**src/rtl/fec_pkg.sv**
```systemverilog
// Shared constants and helpers for the Clause 74 (2112,2080) FEC encoder.
package fec_pkg;

    localparam int unsigned WORD_W      = 32;
    localparam int unsigned DATA_WORDS  = 65;
    localparam int unsigned BLOCK_WORDS = 66;
    localparam int unsigned PN_LEN      = 58;

    // g(x) = x^32 + x^23 + x^21 + x^11 + x^2 + 1, with the implicit x^32 term dropped
    localparam logic [WORD_W-1:0] GEN_POLY = 32'h00A0_0805;

    // PN-2112 window at block start: bit i holds s(i); s0..s39 = 1, s40..s57 = 0101...
    localparam logic [PN_LEN-1:0] PN_SEED = {18'h2_AAAA, 40'hFF_FFFF_FFFF};

    typedef logic [WORD_W-1:0] word_t;

    // Feed one word (data[0] first) through the x^32-premultiplied division by g(x)
    function automatic word_t parity_step(input word_t rem, input word_t data);
        word_t r;
        logic  fb;
        r = rem;
        for (int unsigned i = 0; i < WORD_W; i++) begin
            fb = data[i] ^ r[WORD_W-1];
            r  = {r[WORD_W-2:0], 1'b0} ^ (fb ? GEN_POLY : '0);
        end
        return r;
    endfunction

    // Remainder bit x^31 leaves first, i.e. lands on bit 0
    function automatic word_t bit_rev(input word_t v);
        word_t r;
        for (int unsigned i = 0; i < WORD_W; i++) begin
            r[i] = v[WORD_W-1-i];
        end
        return r;
    endfunction

endpackage

```
**src/rtl/fec_pn2112.sv**
```systemverilog
// PN-2112 scrambler sequence generator, 32 sequence bits per clock.
module fec_pn2112
    import fec_pkg::*;
(
    input  logic              clk,
    input  logic              arst,
    input  logic              load,
    input  logic              advance,
    output logic [WORD_W-1:0] pn_bits
);

    // state_q[i] holds s(n+i); the low 32 bits are the current word's sequence bits
    logic [PN_LEN-1:0] state_q;
    logic [PN_LEN-1:0] state_d;
    logic [PN_LEN-1:0] step;

    // Slide the 58-bit window by 32: s(n+58+t) = s(n+t) ^ s(n+19+t), all already in the window
    always_comb begin
        step = '0;
        step[PN_LEN-WORD_W-1:0] = state_q[PN_LEN-1:WORD_W];
        for (int unsigned t = 0; t < WORD_W; t++) begin
            step[PN_LEN-WORD_W+t] = state_q[t] ^ state_q[19+t];
        end
        if (load) begin
            state_d = PN_SEED;
        end else if (advance) begin
            state_d = step;
        end else begin
            state_d = state_q;
        end
    end

    // Window register, seeded on reset
    always_ff @(posedge clk or posedge arst) begin
        if (arst) begin
            state_q <= PN_SEED;
        end else begin
            state_q <= state_d;
        end
    end

    assign pn_bits = state_q[WORD_W-1:0];

endmodule

```
**src/rtl/fec_gen.sv**
```systemverilog
// Clause 74 (2112,2080) FEC encoder: parity generation plus PN-2112 scrambling.
module fec_gen
    import fec_pkg::*;
(
    input  logic              clk,
    input  logic              arst,
    input  logic [WORD_W-1:0] din,
    input  logic              parity_sel,
    output logic [WORD_W-1:0] dout
);

    logic [WORD_W-1:0] rem_q;
    logic [WORD_W-1:0] rem_d;
    logic [WORD_W-1:0] dout_q;
    logic [WORD_W-1:0] dout_d;
    logic [WORD_W-1:0] pn_bits;
    logic [WORD_W-1:0] word;

    // The parity slot reseeds the scrambler so the next cycle is word 0 of a new block
    fec_pn2112 u_pn (
        .clk     (clk),
        .arst    (arst),
        .load    (parity_sel),
        .advance (1'b1),
        .pn_bits (pn_bits)
    );

    // Select data or remainder, scramble, and advance or clear the remainder
    always_comb begin
        word   = parity_sel ? bit_rev(rem_q) : din;
        rem_d  = parity_sel ? '0 : parity_step(rem_q, din);
        dout_d = word ^ pn_bits;
    end

    // Remainder and output registers
    always_ff @(posedge clk or posedge arst) begin
        if (arst) begin
            rem_q  <= '0;
            dout_q <= '0;
        end else begin
            rem_q  <= rem_d;
            dout_q <= dout_d;
        end
    end

    assign dout = dout_q;

endmodule

```
**config.mk**
```make
export PLATFORM = sky130hd
export DESIGN_NAME = fec_gen
export DESIGN_NICKNAME = d
export VERILOG_FILES = /design/src/rtl/fec_pkg.sv /design/src/rtl/fec_pn2112.sv /design/src/rtl/fec_gen.sv
export SDC_FILE = /design/constraint.sdc
export NUM_CORES = 1
export LEC_CHECK = 0
export ABC_AREA = 1
export BUFFER_PORTS_ARGS = -buffer_cell sky130_fd_sc_hd__buf_4
export CORE_AREA = 2 2 122 124
export CTS_BUF_LIST = sky130_fd_sc_hd__clkbuf_8
export CTS_CLUSTER_SIZE = 16
export DETAILED_ROUTE_END_ITERATION = 6
export DIE_AREA = 0 0 124 126
export HOLD_SLACK_MARGIN = 0.1
export PLACE_DENSITY = 0.72
export SYNTH_ARGS = -nofsm -noshare
export SYNTH_HDL_FRONTEND = slang
export SYNTH_SLANG_ARGS = --single-unit
```
**constraint.sdc**
```tcl
create_clock -name clk -period 4.7 [get_ports clk]
set_input_delay 0.47 -clock clk [delete_from_list [all_inputs] [get_ports clk]]
set_output_delay 0.47 -clock clk [all_outputs]
set_load 0.01 [all_outputs]
```
==> results.md <==
Clock network:
- The post-CTS setup buffer count is 0.
- The number of clock sinks is ~120.
- Buffers inserted during clock tree synthesis total 17.
- The clock network latency to the later pin of the worst-skew pair is roughly 0.45 ns.
- The number of buffers on the longest clock path is 2.
- In this run the clock root is driven by a sky130_fd_sc_hd__clkbuf_8.
- The clock tree from TritonCTS is built.
- The clock slew at the register clock pins of the worst setup and hold paths is 0.07 ns.
- The deepest level of the CTS H-tree is 4.
- The post-cts repair resize count is 0.

Synthesis:
- The total nets after synthesis is 791.
- Counting distinct cell types in the post-synthesis netlist gives 25.
- Summing the areas of all and, or, nand and nor instances in the mapped netlist gives 25.3% of the synthesized area.
- For this run, the register share of the synthesized area comes to 49.4%.
- The xor and xnor area share after synthesis is 14.0%.
- Summing every instance area after synthesis gives between 6000 and 7000 um^2.
- Of the post-synthesis cell area, the dominant cell type holds 29.0%.
- The cell with the most instances after synthesis is sky130_fd_sc_hd__nand2_1.
- Of all flip-flops after synthesis, the portion carrying an async set or reset was 100%.
- Each instance of the synthesized netlist takes up on average 8.34 um^2.
- In the synthesized netlist, the number of instances is 756.
- The adder and majority gate portion of the synthesized area is 0%.
- The number of synthesized flops with an enable pin is 0.
- By area the synthesized netlist is led by sky130_fd_sc_hd__dfrtp_1, sky130_fd_sc_hd__dfstp_2, sky130_fd_sc_hd__nand2_1, sky130_fd_sc_hd__xor2_1, sky130_fd_sc_hd__inv_1.
- The synthesized design spends more area on one cell type than any other, namely sky130_fd_sc_hd__dfrtp_1.
- Sorting the synthesized cells by how often they occur yields sky130_fd_sc_hd__nand2_1, sky130_fd_sc_hd__dfrtp_1, sky130_fd_sc_hd__inv_1.
- The multiplexer fraction of the synthesized cell area is 0%.
- Summing the areas of all compound-gate instances in the mapped netlist gives under 10% of the synthesized area.
- The largest family of logic cells by synthesized area is simple AND/OR/NAND/NOR gates.
- The most used flip-flop cell after synthesis is sky130_fd_sc_hd__dfrtp_1.
- The total of flip-flops plus latches after synthesis is 122.
- The count of yosys warnings during synthesis is 0.

Worst hold path:
- The origin of the worst min-delay path is din[23].
- The worst hold path passes through 2 cells.
- The min-delay analysis places its worst path in the category input pin to flop.
- For hold timing, the worst endpoint is rem_q[19].

Drt:
- For this run, design rule violations remaining after detail routing come to 0.
- For this block, the initial DRC count from the detailed router was just over 300.
- The routed design has 15.1 mm of wire.
- The routed layout has 4932 vias.
- The final antenna-violating net count is 0.
- The first detailed-routing pass took 5 iterations.
- In the final routed layout, each cell accounts on average for 14.7 um.
- In the routed layout, each cell is associated on average with a via count of 4.81.

Die:
- The floorplan step set the die width to 124 um.
- The initial standard-cell utilization of the core is roughly 44%.
- The die area is 15600 um^2.
- After floorplanning, the core was sized to cover roughly 14000 um^2.
- From bottom edge to top edge, the die measures 126 um.
- The floorplan has 44 rows.
- During I/O placement, the number of pins put on the boundary was 67.

Global route:
- The number of antenna violations at the first check in global routing is 0.
- In the global route stage, overall resource usage came out at between 20 and 25%.
- The busiest layer in global routing is met2.
- The maximum number of pins on one net before global-route repair is 61.
- The via count of the first global-routing pass is 4732.
- For this run, global-route usage on met2 was measured as 30.5%.
- The global-route wire length before repair is 23.7 mm.
- The total overflow left after global routing is 0.
- Global routing used 28.1% of the available met1 tracks.
- Global routing used 4.85% of the available met3 tracks.

Placement:
- Before CTS, the worst setup slack after placement is approximately 2.3 ns.
- The count of buffers added on input and output ports is 66.
- The detailed-placement wirelength estimate is between 10 and 15 mm.
- The placed instances occupy a cell area of 6990 um^2.
- The global placer's final weighted congestion is 0.897.

Worst setup path:
- The cell count of the worst reg-to-reg path is 19.
- The capture instance of the worst register-to-register path is rem_q[21].
- The endpoint type of the worst setup path is a flop.
- In this run the critical register-to-register path is launched from rem_q[27].
- The class of the most critical setup path is flop to flop.
- The flop-to-flop setup slack is 2.65 ns.
- The worst setup path is launched from a flop.
- Data on the critical path arrives at its endpoint at 2.42 ns.
- In this run the worst path has a maximum fanout of 4.
- For the worst setup path, the data required time is 5.07 ns.

Finish:
- The area growth from synthesis to layout is 18.1%.
- The post-layout utilization of the core is 52.0%.
- After the last flow step, the layout net total stands at ~860.
- The share of cells above drive strength 1 is between 20% and 30%.
- Summing all multi-input logic gate instances after layout gives 2840 um^2.
- The finished cells cover 7450 um^2.
- Registers take about 3100 um^2.
- The antenna diode count is 0.
- Counting the fill cells in the layout gives roughly 1300.

Timing:
- Setup repair after global routing left no endpoint under its margin.
- The actual transition at the worst max-transition pin is 1.29 ns.
- The summed negative setup slack over all endpoints is 0 ns.
- The worst path uses 43.6% of the clock period.
- The worst path setup slack after routing is 2.65 ns.
- The clock period minus final worst setup slack is 2.05 ns.
- The final worst clock skew is around 0.011 ns.
- The number of slew-limit violations in the final report came to 0.
- Setup violations remaining at the end of the flow were counted as 0.
- The worst slew margin relative to its limit is 14.2%.
- Static timing analysis puts the maximum clock frequency at 488 MHz.
- The total count of hold-check failures in the final report is 0.

Run status:
- The flow ran to the end, and the final reports show no timing, DRC or antenna violations.

Power and ir drop:
- The leakage power summed over all cells is 3.83 nW.
- The maximum VDD drop is 0.000277 V.
- The power density over the cells is roughly 720 nW/um^2.

Job:
- The number of max-cap violations is 0.
## state kept, by name, indices dropped and copies added, names as in the netlist
register / cells
dout: 32
rem_q: 32
u_pn.state_q: 58
## cells by family after synthesis
kind of cell,Yosys count
AOI/OAI and AO/OA,72
xor gates and xnor gates,94
buffers and inverters,93
DFF,122
and+or+nand+nor,375
## report_power, final
group	total, W	switching, W	internal (W)
sequential	0.00150	0.000163	0.00133
clock	0.00105	0.000404	0.000647
combinational	0.00279	0.00177	0.00102
total	0.00534	0.00233	0.00300
## placed cells by master (no fill, tap or decap), types with 5 or more instances in the layout
cell                        Yosys  layout
sky130_fd_sc_hd__xnor2_1       28      28
sky130_fd_sc_hd__bufinv_16      0       5
sky130_fd_sc_hd__o21ai_0       38      38
sky130_fd_sc_hd__clkbuf_8       0      19
sky130_fd_sc_hd__buf_4          0      69
sky130_fd_sc_hd__xor2_1        58      58
sky130_fd_sc_hd__a21oi_1       33      33
sky130_fd_sc_hd__nand2_1      263     263
sky130_fd_sc_hd__or2_2         21      21
sky130_fd_sc_hd__nand3_1       32      32
sky130_fd_sc_hd__nor2_1        31      31
sky130_fd_sc_hd__nand2_2       18      18
sky130_fd_sc_hd__dfrtp_1       73      73
sky130_fd_sc_hd__inv_1         72      76
sky130_fd_sc_hd__dfstp_2       49      49
## critical path, stage by stage, from the launching register on
cell                      delay (ns)
sky130_fd_sc_hd__dfrtp_1        0.39
sky130_fd_sc_hd__inv_1          0.06
sky130_fd_sc_hd__nand2_1        0.04
sky130_fd_sc_hd__nand2_1        0.16
sky130_fd_sc_hd__inv_1          0.10
sky130_fd_sc_hd__nand2_1        0.06
sky130_fd_sc_hd__nand2_1        0.11
sky130_fd_sc_hd__inv_1          0.08
sky130_fd_sc_hd__nand2_1        0.07
sky130_fd_sc_hd__nand2_1        0.08
sky130_fd_sc_hd__nand2_1        0.07
sky130_fd_sc_hd__nand2_2        0.12
sky130_fd_sc_hd__nand2_1        0.06
sky130_fd_sc_hd__nand2_1        0.13
sky130_fd_sc_hd__inv_2          0.05
sky130_fd_sc_hd__nand2_1        0.06
sky130_fd_sc_hd__nand2_2        0.07
sky130_fd_sc_hd__nand2_1        0.06
sky130_fd_sc_hd__nand2_1        0.05
sky130_fd_sc_hd__nor2_1         0.14
## stage by stage
stage	hold slack (ns)	instances	total power [W]
6_report	0.223	1025	0.00534
5_1_grt	0.204	1025	0.00578
4_1_cts	0.192	1025	0.00534
3_5_place_dp	0.425	992	0.00426
3_3_place_gp	0.414	992	0.00421
2_1_floorplan	0.405	756	0.00360
## worst max path at each step
stage	from	end	slack, ns	cells past startpoint
6_report	rem_q[27]	rem_q[21]	2.65	19
5_1_grt	rem_q[27]	rem_q[21]	2.39	19
4_1_cts	rem_q[27]	rem_q[21]	2.63	19
3_3_place_gp	parity_sel	dout[11]	2.31	5
3_5_place_dp	parity_sel	dout[11]	2.30	5
2_1_floorplan	arst	dout[0]	1.07	1
## final cells by class
type	count	share of cell area (%)
clock buffers	19	3.51
clock inverters	13	2.47
inverters	76	3.86
multi-input cells	541	38.2
flip-flops and latches	122	41.8
well taps	184	3.09
repair buffers	70	7.09
## what timing repair did
action                                  CTS  global route
hold buffers                              1             0
endpoints found under the hold margin    10             0
endpoints found under the setup margin    0             0
## metal layers
layer  share of wire (%)  wire [um]  vias to the layer above
met5                   0          0                        -
met4                 3.5        535                        0
met3                 5.6        851                       28
met2                  46       6880                      137
met1                  45       6810                     2306
li1                    -          -                     2461
No activity file was read; power rests on OpenSTA's default activity.
